File: src/rtl/stage_data_pkg.sv
// Shared opcode constants for the data stage.
// One-hot operation bit indices and a helper that classifies cell reads.
package stage_data_pkg;

    localparam int OP_INC       = 0;
    localparam int OP_DEC       = 1;
    localparam int OP_INCDP     = 2;
    localparam int OP_DECDP     = 3;
    localparam int OP_OUT       = 4;
    localparam int OP_IN        = 5;
    localparam int OP_LOOPBEGIN = 6;
    localparam int OP_LOOPEND   = 7;
    localparam int OP_NOP       = 8;
    localparam int OPCODE_MSB   = 8;

    // Operations that must fetch the current cell before completing.
    function automatic logic needs_read(
        input logic [OPCODE_MSB:0] op
    );
        return op[OP_INC] | op[OP_DEC] | op[OP_OUT]
             | op[OP_LOOPBEGIN] | op[OP_LOOPEND];
    endfunction

endpackage

File: src/rtl/stage_data_if.sv
// Data-memory bus between the data stage and the cell memory.
// master: stage (addr/strobes/wdata out, rdata in); slave: memory.
interface stage_data_if #(
    parameter int DATA_WIDTH = 8,
    parameter int ADDR_WIDTH = 12
);

    logic [ADDR_WIDTH-1:0] mem_addr;
    logic                  mem_re;
    logic                  mem_we;
    logic [DATA_WIDTH-1:0] mem_wdata;
    logic [DATA_WIDTH-1:0] mem_rdata;

    modport master (
        output mem_addr,
        output mem_re,
        output mem_we,
        output mem_wdata,
        input  mem_rdata
    );

    modport slave (
        input  mem_addr,
        input  mem_re,
        input  mem_we,
        input  mem_wdata,
        output mem_rdata
    );

endinterface

File: src/rtl/stage_data.sv
// Data stage: cell read-modify-write, '.' output, ',' input, zero flag.
// Ports: clk/reset, upstream op/dp/drdy_in/ack, mem bus, out_*, in_*, downstream op/zero/drdy/ack_in.
module stage_data
    import stage_data_pkg::*;
#(
    parameter int DATA_WIDTH = 8,
    parameter int ADDR_WIDTH = 12
) (
    input  logic                  clk,
    input  logic                  reset,
    input  logic [OPCODE_MSB:0]   operation_in,
    input  logic                  drdy_in,
    output logic                  ack,
    input  logic [ADDR_WIDTH-1:0] dp,
    stage_data_if.master          mem,
    output logic [DATA_WIDTH-1:0] out_data,
    output logic                  out_valid,
    input  logic                  out_ready,
    input  logic [DATA_WIDTH-1:0] in_data,
    input  logic                  in_valid,
    output logic                  in_ready,
    output logic [OPCODE_MSB:0]   operation,
    output logic                  zero,
    output logic                  drdy,
    input  logic                  ack_in
);

    typedef enum logic [2:0] {
        S_IDLE,
        S_READ,
        S_MODIFY,
        S_OUT_WAIT,
        S_IN_WAIT,
        S_HOLD
    } state_t;

    state_t                state;
    logic [OPCODE_MSB:0]   op_q;
    logic [ADDR_WIDTH-1:0] dp_q;
    logic [DATA_WIDTH-1:0] cell_new;
    logic                  is_rmw;
    logic                  in_xfer;
    logic                  rmw_we;

    assign is_rmw  = op_q[OP_INC] | op_q[OP_DEC];
    assign in_xfer = (state == S_IN_WAIT) && in_valid;
    assign rmw_we  = (state == S_MODIFY) && is_rmw;

    // Final cell value after the MODIFY step (unchanged for non +/-).
    always_comb begin
        cell_new = mem.mem_rdata;
        if (op_q[OP_INC]) begin
            cell_new = mem.mem_rdata + DATA_WIDTH'(1);
        end else if (op_q[OP_DEC]) begin
            cell_new = mem.mem_rdata - DATA_WIDTH'(1);
        end
    end

    // Strobes are gated by reset so an in-flight write or transfer
    // is dropped on the very edge that resets the stage.
    assign mem.mem_addr = dp_q;
    assign mem.mem_re   = !reset && (state == S_READ);
    assign mem.mem_we   = !reset && (rmw_we || in_xfer);
    assign out_valid    = !reset && (state == S_OUT_WAIT);
    assign in_ready     = !reset && (state == S_IN_WAIT);
    assign drdy         = (state == S_HOLD);
    assign operation    = op_q;

    always_comb begin
        mem.mem_wdata = '0;
        if (!reset && in_xfer) begin
            mem.mem_wdata = in_data;
        end else if (!reset && rmw_we) begin
            mem.mem_wdata = cell_new;
        end
    end

    always_ff @(posedge clk) begin
        if (reset) begin
            state    <= S_IDLE;
            op_q     <= '0;
            dp_q     <= '0;
            ack      <= 1'b0;
            zero     <= 1'b0;
            out_data <= '0;
        end else begin
            ack <= 1'b0;
            unique case (state)
                S_IDLE: begin
                    if (drdy_in) begin
                        op_q <= operation_in;
                        dp_q <= dp;
                        ack  <= 1'b1;
                        zero <= 1'b0;
                        if (operation_in[OP_IN]) begin
                            state <= S_IN_WAIT;
                        end else if (needs_read(operation_in)) begin
                            state <= S_READ;
                        end else begin
                            state <= S_HOLD;
                        end
                    end
                end
                S_READ: begin
                    state <= S_MODIFY;
                end
                S_MODIFY: begin
                    zero <= (cell_new == '0);
                    if (op_q[OP_OUT]) begin
                        out_data <= mem.mem_rdata;
                        state    <= S_OUT_WAIT;
                    end else begin
                        state <= S_HOLD;
                    end
                end
                S_OUT_WAIT: begin
                    if (out_ready) begin
                        state <= S_HOLD;
                    end
                end
                S_IN_WAIT: begin
                    if (in_valid) begin
                        zero  <= (in_data == '0);
                        state <= S_HOLD;
                    end
                end
                S_HOLD: begin
                    if (ack_in) begin
                        state <= S_IDLE;
                    end
                end
                default: begin
                    state <= S_IDLE;
                end
            endcase
        end
    end

endmodule

File: src/flat_wrapper.sv
// flat-port wrapper written by rule: the top's interface ports become plain ports
module stage_data_flat import stage_data_pkg::*;
#(
    parameter int DATA_WIDTH = 8,
    parameter int ADDR_WIDTH = 12
)
  (clk, reset, operation_in, drdy_in, ack, dp, out_data, out_valid, out_ready, in_data, in_valid, in_ready, operation, zero, drdy, ack_in, mem_mem_addr, mem_mem_re, mem_mem_we, mem_mem_wdata, mem_mem_rdata);
  stage_data_if #(.DATA_WIDTH(DATA_WIDTH), .ADDR_WIDTH(ADDR_WIDTH)) mem_i ();
  input  logic clk;
  input  logic reset;
  input  logic [OPCODE_MSB:0] operation_in;
  input  logic drdy_in;
  output logic ack;
  input  logic [ADDR_WIDTH-1:0] dp;
  output logic [DATA_WIDTH-1:0] out_data;
  output logic out_valid;
  input  logic out_ready;
  input  logic [DATA_WIDTH-1:0] in_data;
  input  logic in_valid;
  output logic in_ready;
  output logic [OPCODE_MSB:0] operation;
  output logic zero;
  output logic drdy;
  input  logic ack_in;
  output wire logic [$bits(mem_i.mem_addr)-1:0] mem_mem_addr;
  output wire logic [$bits(mem_i.mem_re)-1:0] mem_mem_re;
  output wire logic [$bits(mem_i.mem_we)-1:0] mem_mem_we;
  output wire logic [$bits(mem_i.mem_wdata)-1:0] mem_mem_wdata;
  input wire logic [$bits(mem_i.mem_rdata)-1:0] mem_mem_rdata;
  assign mem_mem_addr = mem_i.mem_addr;
  assign mem_mem_re = mem_i.mem_re;
  assign mem_mem_we = mem_i.mem_we;
  assign mem_mem_wdata = mem_i.mem_wdata;
  assign mem_i.mem_rdata = mem_mem_rdata;
  stage_data #(.DATA_WIDTH(DATA_WIDTH), .ADDR_WIDTH(ADDR_WIDTH)) u_core (.clk(clk), .reset(reset), .operation_in(operation_in), .drdy_in(drdy_in), .ack(ack), .dp(dp), .mem(mem_i), .out_data(out_data), .out_valid(out_valid), .out_ready(out_ready), .in_data(in_data), .in_valid(in_valid), .in_ready(in_ready), .operation(operation), .zero(zero), .drdy(drdy), .ack_in(ack_in));
endmodule
File: config.mk
export PLATFORM = sky130hd
export DESIGN_NAME = stage_data_flat
export DESIGN_NICKNAME = d
export VERILOG_FILES = /design/src/rtl/stage_data_pkg.sv /design/src/rtl/stage_data_if.sv /design/src/rtl/stage_data.sv /design/src/flat_wrapper.sv
export SDC_FILE = /design/constraint.sdc
export NUM_CORES = 1
export LEC_CHECK = 0
export CORE_ASPECT_RATIO = 0.9
export CORE_MARGIN = 2
export CORE_UTILIZATION = 35
export CTS_CLUSTER_DIAMETER = 100
export DETAILED_ROUTE_END_ITERATION = 10
export HOLD_SLACK_MARGIN = 0.05
export PLACE_DENSITY = 0.82
export SKIP_LAST_GASP = 1
export SYNTH_ARGS = -nofsm -noshare
export SYNTH_HDL_FRONTEND = slang
export SYNTH_SLANG_ARGS = --single-unit
File: constraint.sdc
create_clock -name clk -period 2.7 [get_ports clk]
set_input_delay 0.54 -clock clk [delete_from_list [all_inputs] [get_ports clk]]
set_output_delay 0.54 -clock clk [all_outputs]
set_load 0.03 [all_outputs]
==> results of run 1 <==
-- worst paths after layout --
check | from | endpoint | slack (ns) | cells after the start
setup / recovery | mem_mem_rdata[4] | mem_mem_wdata[6] | 0.08 | 6
hold / removal | u_core.mem.mem_addr[11]$_SDFFE_PP0P_ | u_core.mem.mem_addr[11]$_SDFFE_PP0P_ | 0.45 | 2
setup reg to reg | u_core.operation[0]$_SDFFE_PP0P_ | u_core.zero$_SDFFE_PP0P_ | 0.85 | 6
hold reg to reg | u_core.mem.mem_addr[11]$_SDFFE_PP0P_ | u_core.mem.mem_addr[11]$_SDFFE_PP0P_ | 0.45 | 2
-- state kept, by name, summed over array words and instances, names as in the netlist --
name	flops
u_core.out_data	8
u_core.state	3
u_core.operation	9
u_core.mem.mem_addr	12
u_core.zero	1
u_core.ack	1
-- final cells by class --
class / count / share of cell area
clock buffers: 6 / 0.02897
flip-flops and latches: 34 / 0.2388
clock inverters: 2 / 0.004390
well taps: 65 / 0.02853
repair buffers: 104 / 0.3380
inverters: 4 / 0.005268
multi-input cells: 180 / 0.3560
-- per-stage QoR --
stage	hold slack (ns)	instances
final	0.4528	395
after global routing	0.4754	395
after CTS	0.4554	395
after detailed placement	0.4457	386
after global placement	0.4407	386
after floorplan	0.5828	234
-- cell usage in the layout, fill, tap and decap left out, drive strengths merged, types with 2 or more instances in the layout --
master / n
clkdlybuf4s50: 68
nand2: 65
a21oi: 35
dfxtp: 34
buf: 30
nor2: 11
o21ai: 7
clkbuf: 7
nand3: 6
xor2: 6
a22o: 6
nor4: 5
inv: 4
nand3b: 3
nand4: 3
dlygate4sd2: 3
nor3b: 3
or3b: 3
nor2b: 2
and2: 2
o31ai: 2
nor3: 2
mux2i: 2
ha: 2
or4: 2
-- cells by family after synthesis --
family | after synthesis | share of synthesized area
DFF | 34 | 0.3911
adders and majority gates | 2 | 0.01438
and+or+nand+nor | 111 | 0.2976
buffers and inverters | 20 | 0.04816
AOI/OAI and AO/OA | 59 | 0.2071
muxes | 2 | 0.01150
xor gates and xnor gates | 6 | 0.03019
-- repair_timing --
item | 4_1_cts | 5_1_grt
cloned | 0 | 0
gates resized for setup | 9 | 5
setup buffers | 1 | 0
endpoints found under the hold margin | 0 | 0
pin swaps | 7 | 4
endpoints found under the setup margin | 6 | 2
-- report_power, final --
group,internal [mW],switching (mW)
logic,0.220,0.270
clock network,0.205,0.182
registers,0.543,0.0271
-- per-layer routing --
metal / up-vias / part of all wire / global-route usage
met4: 0 / 0.011 / 0.07212
li1: 1003 / - / -
met2: 68 / 0.50 / 0.3352
met3: 6 / 0.072 / 0.05740
met5: - / 0 / 0
met1: 910 / 0.42 / 0.2286
-- worst reg2reg max path, cell delays in order (launching register included) --
cell and delay, ns:
dfxtp_1 0.32, or4_4 0.58, o22ai_1 0.22, xor2_1 0.11
buf_4 0.15, nor4_1 0.26, a31o_1 0.17
==> impl_metrics.toml, run 1 <==
[detailed_routing]
viasPerCell = 5.030
drc = 0
drt-initial-drc-count = 133
ant_nets = 0
wl_per_cell_microns = 13.67
totalWireLength_microns = 5398
first_pass_iters = 5
vias = 1987

[placed_design]
hpwl_microns = 4014
placedInstanceArea_sq_um = 2723
place_ws_ns = -0.2282
gp_congestion = 0.8726
portBuffers = 86

[finish]
layout-drive-gt1-share = 0.1545
fillers = 459
utilization = 0.5932
num_antenna_cells = 0
nets = 374
seqCellArea_sq_um = 680.7
multi_input_area_sq_um = 1015
area_delta_synth_final_pct = 63.77
final_area_sq_um = 2850

[critical_path]
cp-end-kind = "output port"
cp.required_ns = 2.16
crit_path_top_delay_cell = "or4_4"
worstSetupPathType = "input pin to output port"
slowest_delay_ns = 0.53
path_buf_inv = 2
crit_chain = "clkdlybuf4s15_1 -> or4_4 -> o32ai_4 -> xor2_2 -> a22o_2 -> buf_6"
cp.arrival_ns = 2.08
crit_family = "compound AO/OA/AOI/OAI gates"
cp_max_fo = 3
start_kind = "input pin"

[timing]
fmax_ghz = 0.3817
setup_ws_ns = 0.08009
finalMaxSlewViolations = 0
finClkSkew_ns = 0.003382
hold_viol_final = 0
fin_crit_sh = 0.9703
min_period_ns = 2.620
tightestPinTransition_ns = 0.4507
relSlewSlack = 0.6991
finalSetupTns_ns = 0
report.final.setup_viol = 0

[synthesis]
yosysUniqueCellTypes = 40
yosys_warnings = 0
yosys-top-cells-count = "nand2_1 (65), a21oi_1 (35), dfxtp_1 (34)"
yosysTopAreaCell = "dfxtp_1"
ys.flop_type = "dfxtp_1"
synthMostInstantiatedCell = "nand2_1"
synth-edff-count = 0
syn_area_sq_um = 1740
synth.area.top_cells = "dfxtp_1 (39%), nand2_1 (14%), a21oi_1 (10%)"
syn_avg_cell_area_sq_um = 7.438
syn_inst = 234
ys_ff_latch = 34
syn_nets = 279
async_flop_share = 0
ys_seq_area_frac = 0.3911
netlist.area_leader.share = 0.3911

[global_routing]
antenna_found_initial = 0
grt_util_all_layers = 0.1940
globalRoute.totalOverflow = 0
grt_pass1_wl_microns = 8673
grt_max_degree = 30
grt_pass1_vias = 1897

[clock_tree]
cts_tree = "built"
cts_buffer_depth = 2
cts-buffers-inserted = 5
h-tree-depth = 2
clock-root-buffer = "clkbuf_8"
ctsHoldBuffers = 0
clock_sinks = 34
clock_latency_ns = 0.28
clkTransAtPathRegs_ns = 0.07

[floorplan]
fp.dieArea_sq_um = 5554
start_util = 0.3622
die_h_microns = 70.90
core_sq_um = 4805
die_x_microns = 78.33
rows = 24
pin_count = 87

[power]
ir_worst_vdd_mv = 0.3750
leakage_nw = 1.070
p_per_area_nw_per_um2 = 507.8
p_total_mw = 1.447

[run_status]
status = "finished clean"

[hold_path]
min_path_type = "flop to flop"

[run]
maxCapViolCount = 0
(Power assumes the default switching activity.)
==> run 2: changes to the inputs <==
- PLACE_DENSITY: 0.82 -> unset
- PLACE_DENSITY_LB_ADDON: unset -> 0.1
==> run 2 against run 1 <==
Compared with the run above:
- clock skew is 0.0010 ns higher
- clock-buffer cell count stayed put
- register-to-register slack worse by 0.09 ns
- first-iteration DRC count is 7.5% higher
==> impl_metrics.toml, run 2 (synthesis results as in run 1) <==
[run_status]
status = "finished clean"

[detailed_routing]
wl_per_cell_microns = 13.16
viasPerCell = 4.953
ant_nets = 0
drc = 0
first_pass_iters = 4
vias = 1986
totalWireLength_microns = 5278
drt-initial-drc-count = 143

[finish]
finalNonFillerCells = 401
layout-drive-gt1-share = 0.1815
layout_common_cells = "clkdlybuf4s50_1 (68), nand2_1 (63), a21oi_1 (35)"
nets = 380
largest_reg_flops = 12
utilization = 0.6104
area_delta_synth_final_pct = 68.51
mostFrequentLayoutCell = "clkdlybuf4s50_1"
num_antenna_cells = 0

[critical_path]
cp-end-kind = "output port"
start_kind = "input pin"
r2r_slack_ns = 0.76
reg2reg_depth = 6
r2r_start = "u_core.operation[0]$_SDFFE_PP0P_"
cp.arrival_ns = 2.07
cp.required_ns = 2.16
worstSetupPathType = "input pin to output port"
r2r-end = "u_core.zero$_SDFFE_PP0P_"
cp_max_fo = 3

[clock_tree]
clkTransAtPathRegs_ns = 0.07
clock_latency_ns = 0.28
cts-buffers-inserted = 5
ctsHoldBuffers = 0
h-tree-depth = 2
cts_buffer_depth = 2
clock-root-buffer = "clkbuf_8"
cts_tree = "built"
clock_sinks = 34

[floorplan]
pin_count = 87
start_util = 0.3622
core_sq_um = 4805
die_x_microns = 78.33
die_h_microns = 70.90
rows = 24
fp.dieArea_sq_um = 5554

[placed_design]
gp_congestion = 0.9042
portBuffers = 86
dp_cells = 391
hpwl_microns = 3837

[power]
leakage_nw = 1.129
p_per_area_nw_per_um2 = 503.0
ir_worst_vdd_mv = 0.3520
p_total_mw = 1.475

[timing]
relSlewSlack = 0.6766
rsz0062_at_grt = "false"
hold_viol_final = 0
whs_ns = 0.4529
finalMaxSlewViolations = 0
min_period_ns = 2.614
fin_crit_sh = 0.9683
tightestPinTransition_ns = 0.4844
report.final.setup_viol = 0
fmax_ghz = 0.3825
finClkSkew_ns = 0.004395

[hold_path]
min_path_type = "flop to flop"
worstHoldStart = "u_core.mem.mem_addr[1]$_SDFFE_PP0P_"
holdPathStages = 2
min_to = "u_core.mem.mem_addr[1]$_SDFFE_PP0P_"

[global_routing]
grt_pass1_wl_microns = 8604
grt_util_all_layers = 0.1927
grt_max_degree = 37
antenna_found_initial = 0
grt_pass1_vias = 1845
globalRoute.totalOverflow = 0

[run]
maxCapViolCount = 0
[run 2: cell types whose count changed in the layout (fill, tap and decap cells not counted), sizes merged]
cell / previous run / this run
buf: 30 / 36
clkdlybuf4s15: 1 / 2
dlygate4sd2: 3 / 2
[run 2: layout make-up]
type                            instances  area (sq um)
Clock buffer                            6         82.58
Tap cell                               65         81.33
Timing Repair Buffer                  110          1017
Sequential cell                        34         680.7
Fill cell                             456          1872
Multi-Input combinational cell        180          1044
Clock inverter                          2         12.51
Inverter                                4         15.01
[run 2: per-layer routing]
layer | vias up | part of all wire | GRT usage
met5 | - | 0 | 0
met4 | 0 | 0.0081 | 0.06043
met3 | 5 | 0.093 | 0.08036
met2 | 69 | 0.41 | 0.2816
met1 | 900 | 0.48 | 0.2600
li1 | 1012 | - | -
[run 2: worst max-delay path by stage]
stage,to,start,slack [ns],cells past startpoint
finish,mem_mem_wdata[6],mem_mem_rdata[3],0.09,6
global placement,mem_mem_wdata[6],mem_mem_rdata[2],-0.19,6
detailed placement,mem_mem_wdata[6],mem_mem_rdata[2],-0.21,6
global route,mem_mem_wdata[6],mem_mem_rdata[3],0.01,6
floorplan,mem_mem_wdata[7],mem_mem_rdata[3],0.04,6
CTS,mem_mem_wdata[6],mem_mem_rdata[4],0.06,6
[run 2: timing repair]
action / CTS / global route
pin swaps: 9 / 8
buffers inserted: 2 / 0
resized for setup: 13 / 10
setup endpoints to repair: 6 / 5
[run 2: worst max-delay path: stages]
cell and delay, ns:
clkdlybuf4s15_1 0.19, or4_4 0.55, o32ai_4 0.27, xor2_1 0.12, a22o_2 0.27, buf_6 0.13
[run 2: through the flow]
| stage | setup slack, ns | instance area (sq um) | TNS [ns] |
|---|---|---|---|
| 2_1_floorplan | 0.04454 | 1745 | 0 |
| 3_3_place_gp | -0.1858 | 2760 | -0.7405 |
| 3_5_place_dp | -0.2095 | 2760 | -0.8582 |
| 4_1_cts | 0.05567 | 2907 | 0 |
| 5_1_grt | 0.01207 | 2933 | 0 |
| 6_report | 0.08560 | 2933 | 0 |
[run 2: where the power goes]
group	internal [mW]	switching [mW]	total [mW]
clock network	0.205	0.189	0.394
logic	0.234	0.277	0.511
registers	0.543	0.0278	0.571
total	0.982	0.494	1.48
